$ cat src/rtl/pipe_phy_cmd_resp.sv
// PIPE PHY command/response model for one lane.
// Sequences powerdown changes, rate changes and receiver detect. Each
// accepted command ends with a one-cycle phystatus completion pulse. After
// reset, phystatus is held high for RST_LAT cycles.
module pipe_phy_cmd_resp #(
  parameter int RST_LAT  = 8,
  parameter int PD_LAT   = 4,
  parameter int RATE_LAT = 8,
  parameter int DET_LAT  = 16
) (
  input  logic       pclk,
  input  logic       reset_n,
  input  logic [2:0] powerdown,
  input  logic [1:0] rate,
  input  logic       txdetectrx,
  input  logic       txelecidle,
  input  logic       rx_present,
  output logic       phystatus,
  output logic [2:0] rxstatus,
  output logic [2:0] cur_powerdown,
  output logic [1:0] cur_rate,
  output logic       busy,
  output logic       invalid_req
);

  typedef enum logic [2:0] {
    HOLD,
    IDLE,
    PD_WAIT,
    RATE_WAIT,
    DET_WAIT,
    ACK
  } state_t;

  localparam logic [2:0] PD_P1     = 3'd2;
  localparam logic [2:0] RX_DET    = 3'b011;
  // Counter preloads. A wait entered at edge k reaches ACK at edge k+LAT.
  localparam logic [7:0] RST_CNT  = 8'(RST_LAT - 1);
  localparam logic [7:0] PD_CNT   = 8'(PD_LAT - 1);
  localparam logic [7:0] RATE_CNT = 8'(RATE_LAT - 1);
  localparam logic [7:0] DET_CNT  = 8'(DET_LAT - 1);

  state_t     state_q, state_d;
  logic [7:0] cnt_q, cnt_d;
  logic [2:0] tgt_pd_q, tgt_pd_d;
  logic [1:0] tgt_rate_q, tgt_rate_d;
  logic [2:0] cur_pd_q, cur_pd_d;
  logic [1:0] cur_rate_q, cur_rate_d;
  logic       det_armed_q, det_armed_d;
  logic       det_hit_q, det_hit_d;
  logic       busy_q, busy_d;
  logic       invalid_q, invalid_d;

  logic pd_valid, rate_valid;

  assign pd_valid   = (powerdown < 3'd4);
  assign rate_valid = (rate != 2'd3);

  // State register and all per-command context.
  // NOTE: sequential state uses non-blocking assignments so every register
  // samples the pre-edge values, independent of statement order.
  always_ff @(posedge pclk or negedge reset_n) begin
    if (!reset_n) begin
      state_q     <= HOLD;
      cnt_q       <= RST_CNT;
      tgt_pd_q    <= PD_P1;
      tgt_rate_q  <= 2'd0;
      cur_pd_q    <= PD_P1;
      cur_rate_q  <= 2'd0;
      det_armed_q <= 1'b1;
      det_hit_q   <= 1'b0;
      busy_q      <= 1'b1;
      invalid_q   <= 1'b0;
    end else begin
      state_q     <= state_d;
      cnt_q       <= cnt_d;
      tgt_pd_q    <= tgt_pd_d;
      tgt_rate_q  <= tgt_rate_d;
      cur_pd_q    <= cur_pd_d;
      cur_rate_q  <= cur_rate_d;
      det_armed_q <= det_armed_d;
      det_hit_q   <= det_hit_d;
      busy_q      <= busy_d;
      invalid_q   <= invalid_d;
    end
  end

  // Next-state logic: sample commands in IDLE, count down the waits, and
  // commit the new power state or rate on entry to ACK.
  always_comb begin
    // NOTE: every signal assigned here gets a default first. No path can
    // leave one unassigned, so no latch is inferred.
    state_d     = state_q;
    cnt_d       = cnt_q;
    tgt_pd_d    = tgt_pd_q;
    tgt_rate_d  = tgt_rate_q;
    cur_pd_d    = cur_pd_q;
    cur_rate_d  = cur_rate_q;
    det_armed_d = det_armed_q;
    det_hit_d   = det_hit_q;
    invalid_d   = 1'b0;

    unique case (state_q)
      HOLD: begin
        if (cnt_q == 8'd0) state_d = IDLE;
        else               cnt_d   = cnt_q - 8'd1;
      end

      IDLE: begin
        // Releasing txdetectrx re-arms detect, so a held request detects once.
        if (!txdetectrx) det_armed_d = 1'b1;

        if (!pd_valid || !rate_valid) begin
          invalid_d = 1'b1;
        end else if (powerdown != cur_pd_q) begin
          state_d  = PD_WAIT;
          cnt_d    = PD_CNT;
          tgt_pd_d = powerdown;
        end else if (rate != cur_rate_q) begin
          state_d    = RATE_WAIT;
          cnt_d      = RATE_CNT;
          tgt_rate_d = rate;
        end else if (txdetectrx && (cur_pd_q == PD_P1) && txelecidle && det_armed_q) begin
          state_d     = DET_WAIT;
          cnt_d       = DET_CNT;
          det_armed_d = 1'b0;
        end
      end

      PD_WAIT, RATE_WAIT, DET_WAIT: begin
        if (cnt_q == 8'd0) begin
          state_d   = ACK;
          det_hit_d = (state_q == DET_WAIT) && rx_present;
          if (state_q == PD_WAIT)   cur_pd_d   = tgt_pd_q;
          if (state_q == RATE_WAIT) cur_rate_d = tgt_rate_q;
        end else begin
          cnt_d = cnt_q - 8'd1;
        end
      end

      ACK: state_d = IDLE;

      default: state_d = IDLE;
    endcase

    // busy rises one edge after the sampling edge and falls after ACK.
    busy_d = (state_d != IDLE) && (state_q != IDLE);
  end

  assign phystatus     = (state_q == HOLD) || (state_q == ACK);
  assign rxstatus      = ((state_q == ACK) && det_hit_q) ? RX_DET : 3'b000;
  assign cur_powerdown = cur_pd_q;
  assign cur_rate      = cur_rate_q;
  assign busy          = busy_q;
  assign invalid_req   = invalid_q;

endmodule
$ cat config.mk
export PLATFORM = sky130hd
export DESIGN_NAME = pipe_phy_cmd_resp
export DESIGN_NICKNAME = d
export VERILOG_FILES = /design/src/rtl/pipe_phy_cmd_resp.sv
export SDC_FILE = /design/constraint.sdc
export NUM_CORES = 1
export LEC_CHECK = 0
export ABC_AREA = 1
export CAP_MARGIN = 20
export CORE_UTILIZATION = 56
export CTS_BUF_LIST = sky130_fd_sc_hd__clkbuf_2
export DETAILED_ROUTE_END_ITERATION = 7
export PLACE_DENSITY = 0.82
export SLEW_MARGIN = 10
export SYNTH_ARGS = -nofsm -noshare
export SYNTH_HDL_FRONTEND = slang
export SYNTH_SLANG_ARGS = --single-unit
$ cat constraint.sdc
create_clock -name pclk -period 2.3 [get_ports pclk]
set_input_delay 0.345 -clock pclk [delete_from_list [all_inputs] [get_ports pclk]]
set_output_delay 0.345 -clock pclk [all_outputs]
set_load 0.01 [all_outputs]
==> flow_metrics.env <==
export IMPL_power_leakage_nw=0.847
export IMPL_fin_crit_ns=2.17
export IMPL_yosys_warnings=0
export IMPL_dp_slack_ns=0.369
export IMPL_synthCells=196
export IMPL_clk_pin_slew_ns=0.26
export IMPL_grt_pass1_wl_um=5360
export IMPL_ys_seq_elements=25
export IMPL_synthArstFlopShare_pct=100
export IMPL_drt_iter0_markers=47
export IMPL_endpoint_kind="output pin"
export IMPL_drv_slew=0
export IMPL_cts_sinks=25
export IMPL_numCtsBuffers=3
export IMPL_synth_seq_area_share_pct=43.6
export IMPL_cts_repair_resize_count=0
export IMPL_die_area_um2=2810
export IMPL_status="complete, no violations"
export IMPL_coreArea_um2=2450
export IMPL_wl_per_cell_um=13.3
export IMPL_hold_path_class="in -> async"
export IMPL_path_class="reg -> out"
export IMPL_vias=1348
export IMPL_dpl_cell_count=244
export IMPL_via_per_inst=5.44
export IMPL_antenna_found_initial=0
export IMPL_ant_nets=0
export IMPL_fin_ws_ns=0.125
export IMPL_setup_viol=0
export IMPL_synthFlopType="dfrtp_1"
export IMPL_seq_area_um2=634
export IMPL_drtPass1Iterations=5
export IMPL_arrival_ns=1.83
export IMPL_start_util_pct=59.3
export IMPL_fmax_ghz=0.460
export IMPL_synth_area_top_cells="dfrtp_1 (31%), nand2_1 (15%), dfstp_2 (13%), nand3_1 (6.9%), nor2_1 (6.4%)"
export IMPL_netlist_area_um2=1460
export IMPL_n_fill_cell=229
export IMPL_synth_edff_count=0
export IMPL_reg2reg_from="cnt_q[0]"
export IMPL_pwr_density_cell_nw_per_um2=1340
export IMPL_syn_avg_cell_area_um2=7.42
export IMPL_final_common_cell="nand2_1"
export IMPL_drc=0
export IMPL_crit_fanout=6
export IMPL_critical_path_required_ns=1.96
export IMPL_synth_top_area_share_pct=31.0
export IMPL_yosysUniqueCellTypes=24
export IMPL_rrSetupSlack_ns=0.36
export IMPL_clockBufferDepth=2
export IMPL_gp_congestion=0.804
export IMPL_dieWidth_um=53.0
export IMPL_die_h_um=53.0
export IMPL_place_area_um2=1680
export IMPL_cts_setup_buffers=0
export IMPL_cts_hold_buf=0
export IMPL_finalSetupTns_ns=0
export IMPL_overflow=0
export IMPL_final_cell_mix="nand2_1 (58), nor2_1 (25), nand3_1 (20), inv_1 (19), clkdlybuf4s50_1 (19)"
export IMPL_portBuffers=19
export IMPL_grt_max_degree=26
export IMPL_rr_endpoint="cnt_q[3]"
export IMPL_rsz0062_at_grt="no"
export IMPL_nets=230
export IMPL_worstSkewPairLatency_ns=0.36
export IMPL_syn_to_final_growth_pct=16.5
export IMPL_cap_violations=0
export IMPL_grt_pass1_vias=1283
export IMPL_vdd_ir_drop_max_v=0.000823
export IMPL_critPathLaunchType="flip-flop"
export IMPL_drive_above_1_share_pct=12.8
export IMPL_fp_row_count=18
export IMPL_final_instance_count_excl_fill=248
export IMPL_wl_um=3300
export IMPL_grt_total_usage_pct=26.4
export IMPL_hold_violations=0
export IMPL_multiInputGateArea_um2=712
export IMPL_fin_skew_ns=0.00806
export IMPL_ios=21
export IMPL_dp_hpwl_um=2500
export IMPL_final_area_um2=1700
export IMPL_antennaDiodeCount=0
export IMPL_fin_crit_sh_pct=94.6
export IMPL_yosysTopAreaCell="dfrtp_1"
export IMPL_cts_htree_levels=1
export IMPL_cts_tree="built"
export IMPL_r2r_cells=8
export IMPL_syn_num_nets=207
export IMPL_root_buffer="clkbuf_2"
-- area by class of cell --
cell class                 instances  area share, %
clock buffer                       3          0.886
clock inverter                     1          0.295
inverter                          25           5.54
sequential                        25           37.4
timing repair buffer              20           11.7
tap                               30           2.21
multi-input combinational        144           42.0
-- state kept, by name, indices dropped and copies added, names as in the netlist --
name / count
cnt_q: 8
invalid_req: 1
cur_rate: 2
tgt_rate_q: 2
cur_powerdown: 3
det_hit_q: 1
state_q: 3
tgt_pd_q: 3
det_armed_q: 1
busy: 1
-- stage by stage --
stage	utilization [%]	hold slack (ns)	total power, mW
finish	69.1	0.301	2.27
global route	69.1	0.324	2.44
CTS	69.1	0.320	2.26
detailed placement	68.2	0.459	2.08
global placement	68.2	0.454	2.01
floorplan	-	0.0494	1.69
-- cells in the mapped netlist (2+ instances only) --
cell type,instances
nand2_1,58
nor2_1,25
nand3_1,20
inv_1,19
dfrtp_1,18
o21ai_0,9
dfstp_2,7
a21oi_1,6
inv_2,6
nand4_1,6
xor2_1,4
a21oi_2,2
buf_4,2
nand2_4,2
nor2_2,2
xnor2_1,2
-- per-layer routing --
| metal | routed length (um) | share of wire [%] | global-route usage [%] |
|---|---|---|---|
| met3 | 144 | 4.4 | 2.87 |
| met5 | 0 | 0 | 0 |
| met2 | 1660 | 50 | 48.3 |
| met4 | 55 | 1.7 | 9.65 |
| met1 | 1440 | 44 | 31.4 |
-- worst max-delay path by stage --
stage                     end  slack [ns]          from  depth (start not counted)
finish              phystatus        0.13    state_q[0]                          4
detailed placement   cnt_q[3]        0.37  powerdown[2]                         10
global placement     cnt_q[4]        0.46  powerdown[2]                         10
global route        phystatus        0.06    state_q[0]                          4
CTS                 phystatus        0.13    state_q[0]                          4
floorplan            cnt_q[3]        0.68      cnt_q[0]                          8
-- power breakdown --
part	switching [mW]	internal, mW
Combinational	0.826	0.482
Sequential	0.138	0.641
Clock	0.145	0.0394
Total	1.11	1.16
-- cell families (layout without fill, tap and decap cells) --
kind of cell,count (synthesis),count (layout),share of synthesized area (%)
other,1,1,0.258
buffers and inverters,27,49,7.48
adders and majority gates,1,1,0.860
DFF,25,25,43.6
and+or+nand+nor,116,116,35.7
xor gates and xnor gates,6,6,3.61
AOI/OAI and AO/OA,20,20,8.51
-- critical path, stage by stage (launching register included) --
cell             delay (ns)
dfrtp_1                0.46
inv_1                  0.22
nand2_4                0.10
o21ai_0                0.14
clkdlybuf4s50_1        0.55
Power figures use the tool's default switching activity.
